**config.mk**
```make
export PLATFORM = sky130hd
export DESIGN_NAME = and_ary_sched_flat
export DESIGN_NICKNAME = d
export VERILOG_FILES = /design/src/rtl/and_ary_sched_pkg.sv /design/src/rtl/and_ary_sched_if.sv /design/src/rtl/and_ary_sched_tree.sv /design/src/rtl/and_ary_sched.sv /design/src/flat_wrapper.sv
export SDC_FILE = /design/constraint.sdc
export NUM_CORES = 1
export LEC_CHECK = 0
export ABC_AREA = 0
export CORE_ASPECT_RATIO = 1.25
export CORE_UTILIZATION = 30
export CTS_BUF_LIST = sky130_fd_sc_hd__clkbuf_4
export DETAILED_ROUTE_END_ITERATION = 7
export SKIP_LAST_GASP = 1
export SYNTH_ARGS = -nofsm -noshare
export SYNTH_HDL_FRONTEND = slang
export SYNTH_SLANG_ARGS = --single-unit
```
**constraint.sdc**
```tcl
create_clock -name clk -period 4.3 [get_ports clk]
set_input_delay 0.645 -clock clk [delete_from_list [all_inputs] [get_ports clk]]
set_output_delay 0.645 -clock clk [all_outputs]
set_load 0.01 [all_outputs]
```
**src/rtl/and_ary_sched_pkg.sv**
```systemverilog
// Shared types and the round-robin grant helper for the AND-reduction scheduler.
package and_ary_pkg;

    typedef enum logic [1:0] {IDLE, EVAL, RESP} state_t;

    // Upper bound on requesters the grant helper can search.
    localparam int MAX_REQ = 32;

    typedef struct packed {
        logic       found;
        logic [4:0] id;
    } grant_t;

    // First valid requester at or above ptr, wrapping past nreq-1 back to 0.
    // The scan runs from the far end down, so the nearest hit is the last one written.
    function automatic grant_t rr_grant(input logic [MAX_REQ-1:0] valid,
                                       input int nreq, input int ptr);
        grant_t g;
        int     idx;
        g = '0;
        for (int k = MAX_REQ - 1; k >= 0; k--) begin
            if (k < nreq) begin
                idx = ptr + k;
                if (idx >= nreq) idx = idx - nreq;
                if (valid[idx]) begin
                    g.found = 1'b1;
                    g.id    = 5'(idx);
                end
            end
        end
        return g;
    endfunction

endpackage

```
**src/rtl/and_ary_sched_if.sv**
```systemverilog
// Request/response bundle between requesters and the shared AND-reduction scheduler.
interface and_ary_sched_if #(
    parameter int NREQ   = 4,
    parameter int OP_W   = 32,
    parameter int TREE_W = 8
);
    localparam int CHUNKS = OP_W / TREE_W;
    localparam int IDW    = $clog2(NREQ);
    localparam int CW     = $clog2(CHUNKS + 1);

    logic [NREQ-1:0]      req_valid;
    logic [NREQ-1:0]      req_ready;
    logic [NREQ*OP_W-1:0] req_a;
    logic [NREQ*OP_W-1:0] req_b;
    logic                 rsp_valid;
    logic                 rsp_ready;
    logic [IDW-1:0]       rsp_id;
    logic                 rsp_d;
    logic [CW-1:0]        rsp_chunks;

    // Requester side.
    modport master (
        output req_valid, req_a, req_b, rsp_ready,
        input  req_ready, rsp_valid, rsp_id, rsp_d, rsp_chunks
    );

    // Scheduler side.
    modport slave (
        input  req_valid, req_a, req_b, rsp_ready,
        output req_ready, rsp_valid, rsp_id, rsp_d, rsp_chunks
    );
endinterface

```
**src/rtl/and_ary_sched_tree.sv**
```systemverilog
// Combinational TREE_W-wide reduction: pairwise AND of a/b, then a balanced AND tree.
module and_tree_w #(
    parameter int TREE_W = 8
) (
    input  logic [TREE_W-1:0] a,
    input  logic [TREE_W-1:0] b,
    output logic              y
);
    localparam int LVLS = $clog2(TREE_W);

    // Level l holds TREE_W>>l partial products; level LVLS is the single root.
    for (genvar l = 0; l <= LVLS; l++) begin : g_lvl
        logic [(TREE_W>>l)-1:0] v;
        if (l == 0) begin : g_leaf
            assign v = a & b;
        end else begin : g_node
            for (genvar j = 0; j < (TREE_W >> l); j++) begin : g_and
                assign v[j] = g_lvl[l-1].v[2*j] & g_lvl[l-1].v[2*j+1];
            end
        end
    end

    assign y = g_lvl[LVLS].v[0];
endmodule

```
**src/rtl/and_ary_sched.sv**
```systemverilog
// Round-robin scheduler sharing one AND-reduction tree across NREQ requesters.
// Each accepted operand pair is reduced one slice per cycle, LSB slice first,
// stopping at the first slice that reduces to zero.
module and_ary_sched
    import and_ary_pkg::*;
#(
    parameter int NREQ   = 4,
    parameter int OP_W   = 32,
    parameter int TREE_W = 8
) (
    input  logic           clk,
    input  logic           rst,
    and_ary_sched_if.slave bus
);
    localparam int CHUNKS = OP_W / TREE_W;
    localparam int IDW    = $clog2(NREQ);
    localparam int CW     = $clog2(CHUNKS + 1);
    localparam int IW     = (CHUNKS > 1) ? $clog2(CHUNKS) : 1;

    if (OP_W % TREE_W != 0) begin : g_bad_op_w
        $error("and_ary_sched: OP_W must be a multiple of TREE_W");
    end
    if ((TREE_W & (TREE_W - 1)) != 0) begin : g_bad_tree_w
        $error("and_ary_sched: TREE_W must be a power of 2");
    end
    if (NREQ < 2 || NREQ > MAX_REQ) begin : g_bad_nreq
        $error("and_ary_sched: NREQ out of range");
    end

    state_t                          state, state_nxt;
    logic [IDW-1:0]                  rr_ptr, cur_id;
    logic [CHUNKS-1:0][TREE_W-1:0]   op_a, op_b;
    logic [IW-1:0]                   idx;
    logic                            acc;
    logic                            t;
    logic                            last;
    grant_t                          gnt;

    // Single shared tree; the current slice is muxed in by idx.
    and_tree_w #(.TREE_W(TREE_W)) u_tree (
        .a (op_a[idx]),
        .b (op_b[idx]),
        .y (t)
    );

    // Round-robin pick and end-of-operation detection.
    always_comb begin
        gnt  = rr_grant(MAX_REQ'(bus.req_valid), NREQ, int'(rr_ptr));
        last = (t == 1'b0) || (idx == IW'(CHUNKS - 1));
    end

    // Grant is only offered while idle, to exactly one requester.
    always_comb begin
        bus.req_ready = '0;
        if (state == IDLE && gnt.found) bus.req_ready[gnt.id[IDW-1:0]] = 1'b1;
    end

    // State register.
    always_ff @(posedge clk) begin
        if (rst) state <= IDLE;
        else     state <= state_nxt;
    end

    // Next-state decode.
    always_comb begin
        state_nxt = state;
        unique case (state)
            IDLE:    if (gnt.found)     state_nxt = EVAL;
            EVAL:    if (last)          state_nxt = RESP;
            RESP:    if (bus.rsp_ready) state_nxt = IDLE;
            default:                    state_nxt = IDLE;
        endcase
    end

    // Operand capture, slice stepping and response registers.
    always_ff @(posedge clk) begin
        if (rst) begin
            rr_ptr         <= '0;
            cur_id         <= '0;
            op_a           <= '0;
            op_b           <= '0;
            idx            <= '0;
            acc            <= 1'b1;
            bus.rsp_valid  <= 1'b0;
            bus.rsp_d      <= 1'b0;
            bus.rsp_id     <= '0;
            bus.rsp_chunks <= '0;
        end else begin
            unique case (state)
                IDLE: if (gnt.found) begin
                    op_a   <= bus.req_a[int'(gnt.id)*OP_W +: OP_W];
                    op_b   <= bus.req_b[int'(gnt.id)*OP_W +: OP_W];
                    cur_id <= gnt.id[IDW-1:0];
                    idx    <= '0;
                    acc    <= 1'b1;
                    rr_ptr <= (int'(gnt.id) == NREQ - 1) ? '0 : IDW'(int'(gnt.id) + 1);
                end
                EVAL: if (last) begin
                    bus.rsp_d      <= acc & t;
                    bus.rsp_chunks <= CW'(idx) + CW'(1);
                    bus.rsp_id     <= cur_id;
                    bus.rsp_valid  <= 1'b1;
                end else begin
                    acc <= acc & t;
                    idx <= idx + IW'(1);
                end
                RESP: if (bus.rsp_ready) bus.rsp_valid <= 1'b0;
                default: ;
            endcase
        end
    end
endmodule
```
**src/flat_wrapper.sv**
```systemverilog
// flat-port wrapper written by rule: the top's interface ports become plain ports
module and_ary_sched_flat import and_ary_pkg::*;
#(
    parameter int NREQ   = 4,
    parameter int OP_W   = 32,
    parameter int TREE_W = 8
)
  (clk, rst, bus_req_valid, bus_req_a, bus_req_b, bus_rsp_ready, bus_req_ready, bus_rsp_valid, bus_rsp_id, bus_rsp_d, bus_rsp_chunks);
  and_ary_sched_if #(.NREQ(NREQ), .OP_W(OP_W), .TREE_W(TREE_W)) bus_i ();
  input  logic clk;
  input  logic rst;
  input wire logic [$bits(bus_i.req_valid)-1:0] bus_req_valid;
  input wire logic [$bits(bus_i.req_a)-1:0] bus_req_a;
  input wire logic [$bits(bus_i.req_b)-1:0] bus_req_b;
  input wire logic [$bits(bus_i.rsp_ready)-1:0] bus_rsp_ready;
  output wire logic [$bits(bus_i.req_ready)-1:0] bus_req_ready;
  output wire logic [$bits(bus_i.rsp_valid)-1:0] bus_rsp_valid;
  output wire logic [$bits(bus_i.rsp_id)-1:0] bus_rsp_id;
  output wire logic [$bits(bus_i.rsp_d)-1:0] bus_rsp_d;
  output wire logic [$bits(bus_i.rsp_chunks)-1:0] bus_rsp_chunks;
  assign bus_i.req_valid = bus_req_valid;
  assign bus_i.req_a = bus_req_a;
  assign bus_i.req_b = bus_req_b;
  assign bus_i.rsp_ready = bus_rsp_ready;
  assign bus_req_ready = bus_i.req_ready;
  assign bus_rsp_valid = bus_i.rsp_valid;
  assign bus_rsp_id = bus_i.rsp_id;
  assign bus_rsp_d = bus_i.rsp_d;
  assign bus_rsp_chunks = bus_i.rsp_chunks;
  and_ary_sched #(.NREQ(NREQ), .OP_W(OP_W), .TREE_W(TREE_W)) u_core (.clk(clk), .rst(rst), .bus(bus_i));
endmodule
```
Word-level counts from Yosys, hierarchy flattened
Cells that the tools add are included.
{"block": "totals", "register_bits": 80, "out_inout_bits": 11, "word_cells": 110}
{"block": "classes", "addsub": 10, "n_lt_le_gt_ge": 11, "n_eq_ne": 8, "shift": 2, "mux": 41, "bitwise": 10, "n_reduce_logical": 11}
{"operator": "variable part select 128 x 11 -> 32 bit", "count": 2}
{"operator": "< comparator 32 x 7 -> 1 bit (second input constant)", "count": 4}
{"operator": "2-to-1 mux 32 bit", "count": 4}
{"operator": ">= comparator 32 x 4 -> 1 bit (second input constant)", "count": 3}
{"operator": "subtractor 32 x 4 -> 32 bit (second input constant)", "count": 3}
{"operator": "binary-select mux 8 bit (select 2 bit)", "count": 2}
{"operator": "2-to-1 mux 6 bit", "count": 4}
{"operator": "binary-select mux 1 bit (select 5 bit)", "count": 4}
{"operator": "2-to-1 mux 8 bit", "count": 2}
{"operator": "2-to-1 mux 1 bit", "count": 13}
{"operator": "2-to-1 mux 2 bit", "count": 6}
{"operator": "AND reduction 3 bit", "count": 3}
{"operator": "AND 1 bit", "count": 8}
{"operator": "AND 8 bit", "count": 1}
{"operator": "adder 2 x 1 -> 3 bit (second input constant)", "count": 2}
{"operator": "adder 2 x 2 -> 3 bit (second input constant)", "count": 2}
{"operator": "< comparator 2 x 3 -> 1 bit (second input constant)", "count": 2}
{"operator": "case mux 2 bit (3 select lines)", "count": 1}
{"operator": "equality test 5 x 3 -> 1 bit (second input constant)", "count": 1}
{"operator": "adder 2 x 1 -> 2 bit (second input constant)", "count": 2}
{"operator": "equality test 2 bit (second input constant)", "count": 2}
{"operator": "2-to-1 mux 4 bit", "count": 1}
{"operator": "inequality test 2 x 1 -> 1 bit (second input constant)", "count": 2}
{"operator": "inequality test 2 bit (second input constant)", "count": 2}
{"operator": "other kinds (13)", "count": 17}

Longest topological paths before layout
{"block": "logic_depth", "depth_word": 15, "ltp_mapped": 15, "depth_no_buf": 10}

Modules after synthesis
Synthesis repeated with hierarchy kept, for this count alone.
{"block": "hier_totals", "cells_unflattened": 796, "area_unflattened_um2": 6675.2}
{"mod": "and_ary_sched", "instances": 1, "cells_per_inst": 791, "area_each_um2": 6637.6, "seq_area_each_um2": 1601.5}
{"mod": "and_tree_w", "instances": 1, "cells_per_inst": 5, "area_each_um2": 37.5, "seq_area_each_um2": 0.0}

Worst setup path after synthesis
No wires, ideal clock.
{"block": "synth_path", "kind": "register to output", "startpoint": "reg u_core.rr_ptr[0]", "endpoint": "out bus_req_ready[3]", "t_arrival_ns": 3.146, "path_slack_ns": 0.509, "path_stages_with_launch": 15, "n_path_buf": 5, "path_cell_list": "dfxtp_1 buf_6 inv_1 clkbuf_1 clkbuf_1 ha_1 a21bo_2 o22ai_1 a211o_1 a22oi_1 buf_4 inv_2 buf_2 ha_1 and3_1"}
{"item": "start, declared", "line": "and_ary_sched.sv:31", "rtl": "logic [IDW-1:0] rr_ptr, cur_id;"}
{"item": "start signal, assigned", "line": "and_ary_sched.sv:96", "rtl": "rr_ptr <= (int'(gnt.id) == NREQ - 1) ? '0 : IDW'(int'(gnt.id) + 1);"}
{"item": "end, declared", "line": "flat_wrapper.sv:16", "rtl": "output wire logic [$bits(bus_i.req_ready)-1:0] bus_req_ready;"}

Final worst setup path
{"block": "layout_path", "startpoint": "reg u_core.rr_ptr[0]", "endpoint": "out bus_req_ready[3]"}
{"block": "layout_between", "elab_chain_cells": 15, "word_cells_on_any_way": 38, "classes_between": "add/sub: 7; order compare: 6; mux: 23; reduce/logical: 2"}
{"item": "adder 2 x 2 -> 3 bit", "line": "and_ary_sched_pkg.sv:23", "rtl": "idx = ptr + k;"}
{"item": "subtractor 32 x 4 -> 32 bit or >= comparator 32 x 4 -> 1 bit (tied branches)", "line": "and_ary_sched_pkg.sv:24", "rtl": "if (idx >= nreq) idx = idx - nreq;"}
{"item": "2-to-1 mux 32 bit", "line": "and_ary_sched_pkg.sv:24"}
{"item": "binary-select mux 1 bit (select 5 bit)", "line": "and_ary_sched_pkg.sv:25", "rtl": "if (valid[idx]) begin"}
{"item": "2-to-1 mux 1 bit (not written as such) (2 in series)", "line": "and_ary_sched_pkg.sv:25"}
{"item": "2-to-1 mux 6 bit (3 in series)", "line": "and_ary_sched_pkg.sv:25"}
{"item": "2-to-1 mux 6 bit *", "line": "and_ary_sched_pkg.sv:25"}
{"item": "< comparator 2 x 3 -> 1 bit (not written as such) or >= comparator 2 x 1 -> 1 bit (tied branches)", "line": "and_ary_sched.sv:55", "rtl": "if (state == IDLE && gnt.found) bus.req_ready[gnt.id[IDW-1:0]] = 1'b1;"}
{"item": "logical AND 1 bit (not written as such)", "line": "and_ary_sched.sv:55"}
{"item": "2-to-1 mux 1 bit (not written as such)", "line": "and_ary_sched.sv:55"}
{"item": "demux 1 bit (select 2 bit)"}
{"item": "2-to-1 mux 4 bit *", "line": "and_ary_sched.sv:55"}
Mark *: on every way between the ends. The rest lies on a longest branch, timed or not. The select of a mux whose other input is x is not followed.

==> impl_results.html <==
<table>
<tr><th>Metric</th><th>Value</th></tr>
<tr><th colspan="2">Run status</th></tr>
<tr><td>Result of the run</td><td>finished, final reports clean</td></tr>
<tr><th colspan="2">Critical path</th></tr>
<tr><td>Category of the most critical setup path</td><td>reg -&gt; out</td></tr>
<tr><td>Crit path required time</td><td>3.65 ns</td></tr>
<tr><td>Number of cells on the worst reg-to-reg path</td><td>10</td></tr>
<tr><td>Data arrival time of the worst path</td><td>3.42 ns</td></tr>
<tr><td>Peak fanout along the critical path</td><td>14</td></tr>
<tr><td>Element type at the critical path end</td><td>output port</td></tr>
<tr><td>Startpoint types</td><td>register</td></tr>
<tr><th colspan="2">STA</th></tr>
<tr><td>Final number of hold-violating endpoints</td><td>0</td></tr>
<tr><td>Max frequency</td><td>246 MHz</td></tr>
<tr><td>Final total negative setup slack</td><td>0 ns</td></tr>
<tr><td>Worst slew pin tran</td><td>1.11 ns</td></tr>
<tr><td>Largest clock skew in the final design</td><td>0.0225 ns</td></tr>
<tr><td>Final critical path time including I/O delays and setup</td><td>4.07 ns</td></tr>
<tr><td>Share of the clock period used by the worst path after layout</td><td>94.6%</td></tr>
<tr><td>Fin. max-slew vios</td><td>0</td></tr>
<tr><td>Normalized max-slew margin</td><td>26.2%</td></tr>
<tr><td>Final setup violation count</td><td>0</td></tr>
<tr><td>Setup repair after global routing missed its margin</td><td>false</td></tr>
<tr><td>Post-route worst hold slack</td><td>0.468 ns</td></tr>
<tr><th colspan="2">Clocking</th></tr>
<tr><td>H-tree levels</td><td>3</td></tr>
<tr><td>Clock buffers created by TritonCTS</td><td>9</td></tr>
<tr><td>CTS root buffer</td><td>sky130_fd_sc_hd__clkbuf_4</td></tr>
<tr><td>Deepest clock path buffer count</td><td>2</td></tr>
<tr><td>Num Clock Sinks</td><td>80</td></tr>
<tr><td>Hold_buf cts</td><td>0</td></tr>
<tr><td>Clock latency at the later pin of the worst-skew pair</td><td>0.46 ns</td></tr>
<tr><td>Clock tree from TritonCTS</td><td>done</td></tr>
<tr><td>Clk slew on worst S/H paths</td><td>0.14 ns</td></tr>
<tr><th colspan="2">Logic synthesis</th></tr>
<tr><td>Predominant post-synthesis flop cell</td><td>sky130_fd_sc_hd__dfxtp_1</td></tr>
<tr><td>Unique masters post-synth</td><td>49</td></tr>
<tr><td>Post-synth design cell area</td><td>0.00679 sq mm</td></tr>
<tr><td>Portion of the post-synthesis area used by sequential elements</td><td>23.6%</td></tr>
<tr><td>Number of nets in the synthesized netlist</td><td>1156</td></tr>
<tr><td>Per-instance average area after synthesis</td><td>7.69 sq um</td></tr>
<tr><td>Synth warnings</td><td>0</td></tr>
<tr><td>FFs w/ async S/R, synth</td><td>0%</td></tr>
<tr><td>Total of flip-flops plus latches after synthesis</td><td>80</td></tr>
<tr><td>Number of enable flip-flop cells after synthesis</td><td>0</td></tr>
<tr><td>Cell count after synthesis</td><td>883</td></tr>
<tr><th colspan="2">Route</th></tr>
<tr><td>First-pass DRT Iterations</td><td>5</td></tr>
<tr><td>Total Routed Length</td><td>27800 um</td></tr>
<tr><td>DRC violation count after routing</td><td>0</td></tr>
<tr><td>Vias/cell</td><td>5.69</td></tr>
<tr><td>Mean routed wirelength per cell</td><td>20.2 um</td></tr>
<tr><td>Initial drt markers</td><td>684</td></tr>
<tr><td>Remaining number of nets flagged by the antenna check after routing</td><td>0</td></tr>
<tr><td>Total vias in the final route</td><td>7843</td></tr>
<tr><th colspan="2">Floorplanning</th></tr>
<tr><td>Initial standard-cell utilization of the core</td><td>30.6%</td></tr>
<tr><td>I/O pin total</td><td>274</td></tr>
<tr><td>Die X</td><td>137 um</td></tr>
<tr><td>Floorplan core area</td><td>0.0222 sq mm</td></tr>
<tr><td>Die Outline Area</td><td>0.0233 sq mm</td></tr>
<tr><td>Height of the die</td><td>170 um</td></tr>
<tr><td>Standard-cell row count</td><td>61</td></tr>
<tr><th colspan="2">Final layout</th></tr>
<tr><td>Net count reported at finish</td><td>1363</td></tr>
<tr><td>End-of-flow core utilization</td><td>44.2%</td></tr>
<tr><td>Layout cells sized above 1</td><td>5.58%</td></tr>
<tr><td>Fill count</td><td>2238</td></tr>
<tr><td>Number of standard cells in the final layout excluding fillers</td><td>1379</td></tr>
<tr><td>Area of all sequential standard cells</td><td>0.00160 sq mm</td></tr>
<tr><td>Layout overhead on the synthesized area</td><td>44.4%</td></tr>
<tr><td>Final non-filler cell area</td><td>0.00981 sq mm</td></tr>
<tr><td>Multi-input gate area</td><td>0.00466 sq mm</td></tr>
<tr><th colspan="2">Place</th></tr>
<tr><td>Placed cell area</td><td>0.00964 sq mm</td></tr>
<tr><td>Number of cells in the design after placement</td><td>1362</td></tr>
<tr><td>Final HPWL DP</td><td>19600 um</td></tr>
<tr><td>Count of input and output buffers</td><td>273</td></tr>
<tr><td>Final weighted congestion in routability-driven placement</td><td>0.860</td></tr>
<tr><th colspan="2">Flow run</th></tr>
<tr><td>Max-cap viol count</td><td>0</td></tr>
<tr><th colspan="2">Power</th></tr>
<tr><td>Total power per unit cell area</td><td>550 mW/mm^2</td></tr>
<tr><td>Worst IR drop on VDD</td><td>530 uV</td></tr>
<tr><td>P_leak</td><td>3.50 nW</td></tr>
<tr><th colspan="2">Min path</th></tr>
<tr><td>Path category of the worst min-delay check</td><td>reg -&gt; reg</td></tr>
<tr><td>Hold depth</td><td>1</td></tr>
<tr><th colspan="2">Global route</th></tr>
<tr><td>Pin count of the biggest net entering global routing</td><td>76</td></tr>
<tr><td>Global-route wire length before repair</td><td>41100 um</td></tr>
<tr><td>Antenna violations before repair</td><td>2</td></tr>
<tr><td>Grt total ovfl</td><td>0</td></tr>
<tr><td>Via count of the first global-routing pass</td><td>7219</td></tr>
<tr><td>Overall Global Routing Usage</td><td>23.3%</td></tr>
</table>
report_power, final:
part	leakage [nW]	internal, W	switching, W	total [W]
Clock	0.0864	0.000240	0.000278	0.000518
Combinational	2.75	0.00150	0.00224	0.00374
Sequential	0.661	0.000975	0.000166	0.00114
Total	3.50	0.00271	0.00269	0.00540
final timing paths:
| check | from | endpoint | slack (ns) |
|---|---|---|---|
| worst min-delay path | u_core.acc | u_core.acc | 0.47 |
| worst max register to register | u_core.rr_ptr[0] | u_core.op_a[28] | 0.93 |
| worst max-delay path | u_core.rr_ptr[0] | bus_req_ready[3] | 0.23 |
| worst min register to register | u_core.acc | u_core.acc | 0.47 |
critical path: stages, from the launching register on:
cell                              delay [ns]
sky130_fd_sc_hd__dfxtp_2                0.58
sky130_fd_sc_hd__inv_2                  0.09
sky130_fd_sc_hd__ha_1                   0.39
sky130_fd_sc_hd__a21bo_2                0.23
sky130_fd_sc_hd__o22ai_1                0.13
sky130_fd_sc_hd__a211o_1                0.35
sky130_fd_sc_hd__a22oi_2                0.28
sky130_fd_sc_hd__inv_2                  0.10
sky130_fd_sc_hd__ha_1                   0.20
sky130_fd_sc_hd__and3_1                 0.15
sky130_fd_sc_hd__clkdlybuf4s50_1        0.47
sequential cells by signal (all words and copies together), names as in the netlist:
register / count
u_core.rr_ptr: 2
u_core.state: 2
u_core.op_b: 32
u_core.bus.rsp_d: 1
u_core.cur_id: 2
u_core.idx: 2
u_core.bus.rsp_chunks: 3
u_core.op_a: 32
u_core.acc: 1
u_core.bus.rsp_id: 2
u_core.bus.rsp_valid: 1
cell families (layout without fill, tap and decap cells):
logic type	after synthesis	after routing	synth area share (%)
simple gates	362	362	26.4
mux	94	94	14.2
buf+inv	130	341	8.62
flops	80	80	23.6
fa+ha+maj	10	10	1.84
compound gates	207	207	25.3
other cells	0	2	0
cell usage in the layout (no fill, tap or decap), drive strengths merged, types with 2 or more instances in the layout:
cell,instances
a211o,2
a21oi,9
a221o,27
a221oi,37
a22oi,4
a32o,26
and2,26
and3,5
buf,22
bufinv,2
clkbuf,10
clkdlybuf4s50,273
clkinv,3
dfxtp,80
diode,2
ha,10
inv,31
mux2,7
mux2i,86
nand2,51
nand2b,12
nand3,3
nand3b,2
nand4,49
nor2,123
nor2b,3
nor3,44
nor4,40
o211ai,89
o21ai,5
layer usage:
| layer | up-vias | track usage, % | routed length [um] |
|---|---|---|---|
| met3 | 38 | 1.97 | 1210 |
| met2 | 274 | 41.1 | 14500 |
| met1 | 3735 | 29.2 | 11400 |
| met4 | 0 | 8.60 | 702 |
| li1 | 3796 | - | - |
| met5 | - | 0 | 0 |
per-stage QoR:
stage	power, W	setup WS, ns
floorplan	0.00378	0.509
global placement	0.00487	0.546
detailed placement	0.00488	0.489
CTS	0.00541	0.108
global route	0.00578	0.0265
finish	0.00540	0.234
what timing repair did:
item                                    4_1_cts  5_1_grt
endpoints found under the setup margin        0        3
resized for setup                             0        1
setup buffers                                 0        0
synth_stat cells, types with 2 or more instances:
cell | count | share of area [%]
sky130_fd_sc_hd__o211ai_1 | 89 | 9.8
sky130_fd_sc_hd__ha_1 | 10 | 1.8
sky130_fd_sc_hd__nand2b_1 | 12 | 1.1
sky130_fd_sc_hd__inv_1 | 30 | 1.7
sky130_fd_sc_hd__a21oi_1 | 7 | 0.52
sky130_fd_sc_hd__a221oi_1 | 37 | 4.8
sky130_fd_sc_hd__nor3_1 | 43 | 3.2
sky130_fd_sc_hd__a32o_1 | 26 | 3.8
sky130_fd_sc_hd__buf_6 | 7 | 1.2
sky130_fd_sc_hd__nor4_1 | 40 | 3.7
sky130_fd_sc_hd__a22oi_1 | 4 | 0.44
sky130_fd_sc_hd__a221o_1 | 27 | 4.0
sky130_fd_sc_hd__a211o_1 | 2 | 0.26
sky130_fd_sc_hd__o21ai_0 | 3 | 0.22
sky130_fd_sc_hd__and3_1 | 5 | 0.46
sky130_fd_sc_hd__nand3b_1 | 2 | 0.22
sky130_fd_sc_hd__nor2b_1 | 3 | 0.28
sky130_fd_sc_hd__nor2_1 | 123 | 6.8
sky130_fd_sc_hd__nand4_1 | 49 | 4.5
sky130_fd_sc_hd__clkbuf_1 | 62 | 3.4
sky130_fd_sc_hd__mux2_2 | 6 | 0.99
sky130_fd_sc_hd__nand2_1 | 51 | 2.8
sky130_fd_sc_hd__buf_2 | 24 | 1.8
sky130_fd_sc_hd__nand3_1 | 3 | 0.22
sky130_fd_sc_hd__buf_4 | 4 | 0.44
sky130_fd_sc_hd__dfxtp_1 | 80 | 24
sky130_fd_sc_hd__and2_1 | 26 | 2.4
sky130_fd_sc_hd__mux2i_1 | 86 | 13
sky130_fd_sc_hd__buf_1 | 2 | 0.11
final cells by class:
type | count | share of cell area (%)
Antenna cell | 2 | 0.0510
Clock buffer | 10 | 0.765
Clock inverter | 5 | 0.842
Inverter | 31 | 1.19
Multi-Input combinational cell | 673 | 47.5
Sequential cell | 80 | 16.4
Tap cell | 283 | 3.61
Timing Repair Buffer | 295 | 29.7
(Power assumes the default switching activity.)
